File: config.mk
export PLATFORM = sky130hd
export DESIGN_NAME = uart_tx_flat
export DESIGN_NICKNAME = d
export VERILOG_FILES = /design/src/rtl/uart_tx_if.sv /design/src/rtl/uart_tx.sv /design/src/flat_wrapper.sv
export SDC_FILE = /design/constraint.sdc
export NUM_CORES = 1
export LEC_CHECK = 0
export ABC_AREA = 1
export CAP_MARGIN = 20
export CORE_AREA = 4 4 53 91
export CTS_BUF_LIST = sky130_fd_sc_hd__clkbuf_16
export DETAILED_ROUTE_END_ITERATION = 8
export DIE_AREA = 0 0 57 95
export PLACE_DENSITY = 0.67
export SYNTH_ARGS = -nofsm -noshare
export SYNTH_HDL_FRONTEND = slang
export SYNTH_SLANG_ARGS = --single-unit
File: constraint.sdc
create_clock -name clk -period 3.4 [get_ports clk]
set_input_delay 0.68 -clock clk [delete_from_list [all_inputs] [get_ports clk]]
set_output_delay 0.68 -clock clk [all_outputs]
set_load 0.005 [all_outputs]
File: src/rtl/uart_tx_if.sv
// Control/status bundle between the APB register block (master) and the UART
// transmitter (slave): frame format, start request and the serial line status.
interface uart_tx_if;
    logic [7:0] tx_data;
    logic [1:0] data_bit_num;
    logic       stop_bit_num;
    logic       parity_en;
    logic       parity_type;
    logic       start_tx;
    logic       tx;
    logic       tx_done;
    logic       start_tx_re_cfg;

    modport master (
        output tx_data, data_bit_num, stop_bit_num, parity_en, parity_type, start_tx,
        input  tx, tx_done, start_tx_re_cfg
    );

    modport slave (
        input  tx_data, data_bit_num, stop_bit_num, parity_en, parity_type, start_tx,
        output tx, tx_done, start_tx_re_cfg
    );
endinterface

File: src/rtl/uart_tx.sv
// UART serial transmitter: start bit, 5-8 data bits LSB first, optional
// even/odd parity, 1 or 2 stop bits, each held for CLK_DIV clock cycles.
module uart_tx #(
    parameter int unsigned CLK_DIV = 434
) (
    input  logic      clk,
    input  logic      reset_n,
    uart_tx_if.slave  bus
);
    localparam int unsigned CW = $clog2(CLK_DIV);
    localparam logic [CW-1:0] BAUD_LAST = CW'(CLK_DIV - 1);

    typedef enum logic [2:0] {
        S_IDLE   = 3'd0,
        S_START  = 3'd1,
        S_DATA   = 3'd2,
        S_PARITY = 3'd3,
        S_STOP   = 3'd4
    } state_t;

    // last_idx is N-1; bits above it are masked out of the parity sum
    function automatic logic frame_parity(input logic [7:0] data,
                                          input logic [2:0] last_idx,
                                          input logic       odd);
        logic [7:0] mask;
        mask = 8'hFF >> (3'd7 - last_idx);
        return odd ^ (^(data & mask));
    endfunction

    state_t        state_q, state_d;
    logic [CW-1:0] baud_q, baud_d;
    logic [2:0]    bit_cnt_q, bit_cnt_d;
    logic [7:0]    data_q, data_d;
    logic [2:0]    last_idx_q, last_idx_d;
    logic          stop2_q, stop2_d;
    logic          par_en_q, par_en_d;
    logic          par_odd_q, par_odd_d;
    logic          tx_q, tx_d;
    logic          tx_done_q, tx_done_d;
    logic          re_cfg_q, re_cfg_d;
    logic          baud_end_s;

    assign baud_end_s = (baud_q == BAUD_LAST);

    // Next-state, counters, frame latches and registered line outputs
    always_comb begin
        state_d    = state_q;
        baud_d     = baud_end_s ? '0 : baud_q + CW'(1);
        bit_cnt_d  = bit_cnt_q;
        data_d     = data_q;
        last_idx_d = last_idx_q;
        stop2_d    = stop2_q;
        par_en_d   = par_en_q;
        par_odd_d  = par_odd_q;
        tx_d       = tx_q;
        tx_done_d  = tx_done_q;
        re_cfg_d   = 1'b0;

        case (state_q)
            S_IDLE: begin
                tx_d   = 1'b1;
                baud_d = '0;
                if (bus.start_tx) begin
                    state_d    = S_START;
                    bit_cnt_d  = 3'd0;
                    data_d     = bus.tx_data;
                    last_idx_d = 3'd4 + {1'b0, bus.data_bit_num};
                    stop2_d    = bus.stop_bit_num;
                    par_en_d   = bus.parity_en;
                    par_odd_d  = bus.parity_type;
                    tx_d       = 1'b0;
                    tx_done_d  = 1'b0;
                    re_cfg_d   = 1'b1;
                end else begin
                    state_d = S_IDLE;
                end
            end
            S_START: begin
                if (baud_end_s) begin
                    state_d   = S_DATA;
                    bit_cnt_d = 3'd0;
                    tx_d      = data_q[0];
                end else begin
                    state_d = S_START;
                end
            end
            S_DATA: begin
                if (baud_end_s) begin
                    if (bit_cnt_q == last_idx_q) begin
                        bit_cnt_d = 3'd0;
                        if (par_en_q) begin
                            state_d = S_PARITY;
                            tx_d    = frame_parity(data_q, last_idx_q, par_odd_q);
                        end else begin
                            state_d = S_STOP;
                            tx_d    = 1'b1;
                        end
                    end else begin
                        bit_cnt_d = bit_cnt_q + 3'd1;
                        tx_d      = data_q[bit_cnt_q + 3'd1];
                    end
                end else begin
                    state_d = S_DATA;
                end
            end
            S_PARITY: begin
                if (baud_end_s) begin
                    state_d   = S_STOP;
                    bit_cnt_d = 3'd0;
                    tx_d      = 1'b1;
                end else begin
                    state_d = S_PARITY;
                end
            end
            S_STOP: begin
                tx_d = 1'b1;
                if (baud_end_s) begin
                    if (stop2_q && (bit_cnt_q == 3'd0)) begin
                        bit_cnt_d = 3'd1;
                    end else begin
                        state_d   = S_IDLE;
                        bit_cnt_d = 3'd0;
                        tx_done_d = 1'b1;
                    end
                end else begin
                    state_d = S_STOP;
                end
            end
            default: begin
                state_d   = S_IDLE;
                baud_d    = '0;
                bit_cnt_d = 3'd0;
                tx_d      = 1'b1;
                tx_done_d = 1'b1;
            end
        endcase
    end

    // State and datapath registers
    always_ff @(posedge clk or negedge reset_n) begin
        if (!reset_n) begin
            state_q    <= S_IDLE;
            baud_q     <= '0;
            bit_cnt_q  <= 3'd0;
            data_q     <= 8'd0;
            last_idx_q <= 3'd0;
            stop2_q    <= 1'b0;
            par_en_q   <= 1'b0;
            par_odd_q  <= 1'b0;
            tx_q       <= 1'b1;
            tx_done_q  <= 1'b1;
            re_cfg_q   <= 1'b0;
        end else begin
            state_q    <= state_d;
            baud_q     <= baud_d;
            bit_cnt_q  <= bit_cnt_d;
            data_q     <= data_d;
            last_idx_q <= last_idx_d;
            stop2_q    <= stop2_d;
            par_en_q   <= par_en_d;
            par_odd_q  <= par_odd_d;
            tx_q       <= tx_d;
            tx_done_q  <= tx_done_d;
            re_cfg_q   <= re_cfg_d;
        end
    end

    assign bus.tx              = tx_q;
    assign bus.tx_done         = tx_done_q;
    assign bus.start_tx_re_cfg = re_cfg_q;
endmodule

File: src/flat_wrapper.sv
// flat-port wrapper written by rule: the top's interface ports become plain ports
module uart_tx_flat 
#(
    parameter int unsigned CLK_DIV = 434
)
  (clk, reset_n, bus_tx_data, bus_data_bit_num, bus_stop_bit_num, bus_parity_en, bus_parity_type, bus_start_tx, bus_tx, bus_tx_done, bus_start_tx_re_cfg);
  uart_tx_if bus_i ();
  input  logic clk;
  input  logic reset_n;
  input wire logic [$bits(bus_i.tx_data)-1:0] bus_tx_data;
  input wire logic [$bits(bus_i.data_bit_num)-1:0] bus_data_bit_num;
  input wire logic [$bits(bus_i.stop_bit_num)-1:0] bus_stop_bit_num;
  input wire logic [$bits(bus_i.parity_en)-1:0] bus_parity_en;
  input wire logic [$bits(bus_i.parity_type)-1:0] bus_parity_type;
  input wire logic [$bits(bus_i.start_tx)-1:0] bus_start_tx;
  output wire logic [$bits(bus_i.tx)-1:0] bus_tx;
  output wire logic [$bits(bus_i.tx_done)-1:0] bus_tx_done;
  output wire logic [$bits(bus_i.start_tx_re_cfg)-1:0] bus_start_tx_re_cfg;
  assign bus_i.tx_data = bus_tx_data;
  assign bus_i.data_bit_num = bus_data_bit_num;
  assign bus_i.stop_bit_num = bus_stop_bit_num;
  assign bus_i.parity_en = bus_parity_en;
  assign bus_i.parity_type = bus_parity_type;
  assign bus_i.start_tx = bus_start_tx;
  assign bus_tx = bus_i.tx;
  assign bus_tx_done = bus_i.tx_done;
  assign bus_start_tx_re_cfg = bus_i.start_tx_re_cfg;
  uart_tx #(.CLK_DIV(CLK_DIV)) u_core (.clk(clk), .reset_n(reset_n), .bus(bus_i));
endmodule
==> load_flow_metrics.sql <==
INSERT INTO impl_metrics (metric_group, metric, value, unit) VALUES
('sta', 'timing.final.setup_violations', '0', ''),
('sta', 'timing.final.crit_share', '58.1', '%'),
('place', 'buffer_ports.inserted', '18', ''),
('sta', 'slew_viol_final', '0', ''),
('logic_synthesis', 'netlist-cell-type-count', '31', ''),
('place', 'finalWeightedCongestion', '0.839', ''),
('grt', 'antenna_found_initial', '0', ''),
('cts', 'cts_setup_buffers', '0', ''),
('logic_synthesis', 'syn-instance-count', '250', ''),
('critical_path', 'critPathTopFamily', 'flip-flops', ''),
('grt', 'track_usage', '17.4', '%'),
('logic_synthesis', 'seq_area_frac_synth', '42.5', '%'),
('drt', 'drc_violation_total_after_the_first_tritonroute_iteration', '53', ''),
('layout', 'final_cell_count_no_fill', '322', ''),
('die', 'die_width', '57', 'um'),
('critical_path', 'list_of_cells_traversed_by_the_critical_path', 'clkdlybuf4s50_1', ''),
('sta', 'totalNegativeSetupSlack', '0', 'ps'),
('cts', 'clock_tree.root_cell', 'clkbuf_16', ''),
('power_and_ir_drop', 'pwr_density_cell', '378', 'nW/um^2'),
('drt', 'num_vias', '1640', ''),
('layout', 'utilization', '54.8', '%'),
('power_and_ir_drop', 'worst_ir_drop_vdd', '0.312', 'mV'),
('die', 'core_region_area', '4110', 'um^2'),
('cts', 'tritoncts_num_sinks', '32', ''),
('drt', 'detail_route.wl_per_cell', '12.7', 'um'),
('logic_synthesis', 'syn_nets', '270', ''),
('sta', 'fmax', '0.506', 'GHz'),
('logic_synthesis', 'synth_seq_cells', '32', ''),
('layout', 'fillerInstances', '407', ''),
('drt', 'drt_pass1_iterations', '4', ''),
('cts', 'cts.htree.levels', '2', ''),
('die', 'io-pin-count', '19', ''),
('cts', 'cts_repair_resize_count', '0', ''),
('sta', 'timing.final.crit_period', '1980', 'ps'),
('cts', 'cts_made_buffers', '5', ''),
('logic_synthesis', 'synth.avg_cell_area', '7.55', 'um^2'),
('hold_path', 'hold_class', 'reg2reg', ''),
('cts', 'cts.hold.buffers_added', '0', ''),
('cts', 'clkLatencyLatePin', '280', 'ps'),
('layout', 'syn2layout_area_growth', '19.4', '%'),
('sta', 'clock_skew', '3.37', 'ps'),
('power_and_ir_drop', 'switching_power_share_of_the_total', '21.2', '%'),
('critical_path', 'endpoint_kind', 'primary output', ''),
('status', 'run_status', 'completed', ''),
('critical_path', 'worst_path_max_delay_cell', 'dfstp_2', ''),
('power_and_ir_drop', 'switching_power', '181', 'uW'),
('critical_path', 'critPathMaxStageDelay', '530', 'ps'),
('power_and_ir_drop', 'p_total', '852', 'uW'),
('drt', 'post-route-drc-count', '0', ''),
('power_and_ir_drop', 'pwr-share-clk', '49.7', '%'),
('cts', 'clock_path_buffers', '2', ''),
('die', 'die-height', '95', 'um'),
('drt', 'route.antenna.remaining_nets', '0', ''),
('drt', 'route.final.wire_length', '4080', 'um'),
('power_and_ir_drop', 'comb_pwr_share', '4.9', '%'),
('logic_synthesis', 'synth_area', '1890', 'um^2'),
('cts', 'clkTransAtPathRegs', '50', 'ps'),
('logic_synthesis', 'synthesis.yosys.warnings', '0', ''),
('sta', 'relative_slew_slack', '69.3', '%'),
('place', 'place_inst', '314', ''),
('power_and_ir_drop', 'power_report.internal_total', '671', 'uW'),
('grt', 'grt_pass1_vias', '1637', ''),
('sta', 'setup_slack', '1420', 'ps'),
('die', 'initial_utilization', '45.9', '%'),
('sta', 'worst_slew_pin_slew', '458', 'ps'),
('cts', 'cts_tree', 'done', ''),
('place', 'dp_hpwl', '3200', 'um'),
('grt', 'grt_pass1_wl', '7160', 'um'),
('sta', 'final_hold_viol_count', '0', ''),
('power_and_ir_drop', 'p_seq_share', '45.3', '%'),
('power_and_ir_drop', 'power_leakage', '1.12', 'nW');
[worst paths after layout]
| kind | start | end | slack, ps | cells after the start |
|---|---|---|---|---|
| max | u_core.bus.tx$_DFFE_PN1P_ | bus_tx | 1420 | 1 |
| min | u_core.bus.tx_done$_DFFE_PN1P_ | u_core.bus.tx_done$_DFFE_PN1P_ | 460 | 2 |
| max reg2reg | u_core.bit_cnt_q[0]$_DFFE_PN0P_ | u_core.bus.tx$_DFFE_PN1P_ | 1520 | 10 |
| min reg2reg | u_core.bus.tx_done$_DFFE_PN1P_ | u_core.bus.tx_done$_DFFE_PN1P_ | 460 | 2 |
| max in group asynchronous | reset_n | u_core.bus.tx_done$_DFFE_PN1P_ | 2260 | 2 |
| min in group asynchronous | reset_n | u_core.baud_q[7]$_DFF_PN0_ | 810 | 2 |
[power groups by stage]
stage | logic, mW | registers (mW) | clock network (mW)
final | 0.0421 | 0.386 | 0.424
after global routing | 0.0484 | 0.386 | 0.451
after CTS | 0.0435 | 0.386 | 0.439
after detailed placement | 0.0433 | 0.393 | 0
after global placement | 0.0430 | 0.393 | 0
after floorplan | 0.0150 | 0.391 | 0
[flip-flops by register name, summed over array words and instances, names as in the netlist]
register                    count
u_core.bus.start_tx_re_cfg      1
u_core.par_odd_q                1
u_core.last_idx_q               3
u_core.par_en_q                 1
u_core.bit_cnt_q                3
u_core.data_q                   8
u_core.bus.tx_done              1
u_core.bus.tx                   1
u_core.baud_q                   9
u_core.stop2_q                  1
u_core.state_q                  3
[metrics by stage]
stage               instance area (um^2)  hold slack [ps]
global placement                    2110              458
CTS                                 2250              465
detailed placement                  2110              457
floorplan                           1890              384
finish                              2250              462
global route                        2250              487
[synthesized netlist by cell type, drive strengths merged]
library cell	n	area, um^2
a211oi	1	7.51
a21oi	13	68.8
a31oi	2	12.5
buf	4	22.5
dfrtp	30	751
dfstp	2	52.6
ha	4	50.1
inv	43	164
nand2	66	263
nand3	23	125
nand3b	1	7.51
nand4	3	18.8
nor2	17	90.1
nor3	7	51.3
nor3b	2	15.0
o211ai	1	7.51
o21ai	22	110
o22ai	3	18.8
or2	1	8.76
xnor2	5	43.8
[layer usage]
| metal | global-route usage [%] | wire [um] | part of all wire [%] |
|---|---|---|---|
| met5 | 0 | 0 | 0 |
| met2 | 32.1 | 2340 | 57 |
| met4 | 10.8 | 144 | 3.5 |
| met1 | 17.3 | 1470 | 36 |
| met3 | 3.56 | 123 | 3.0 |
[area by class of cell]
type / count / area, um^2 / share of cell area [%]
multi-input combinational: 171 / 898 / 39.9
sequential: 32 / 803 / 35.6
inverter: 43 / 164 / 7.27
clock buffer: 5 / 125 / 5.55
timing repair buffer: 19 / 188 / 8.33
tap: 49 / 61.3 / 2.72
clock inverter: 3 / 13.8 / 0.611
[logic make-up after synthesis]
family	after synthesis	synth area share (%)
AO/OA/AOI/OAI	42	11.9
AND/OR/NAND/NOR	120	30.7
buffers and inverters	47	9.87
XOR/XNOR	5	2.32
flip-flops	32	42.5
adder cells (fa/ha/maj)	4	2.65
Power figures use the tool's default switching activity.
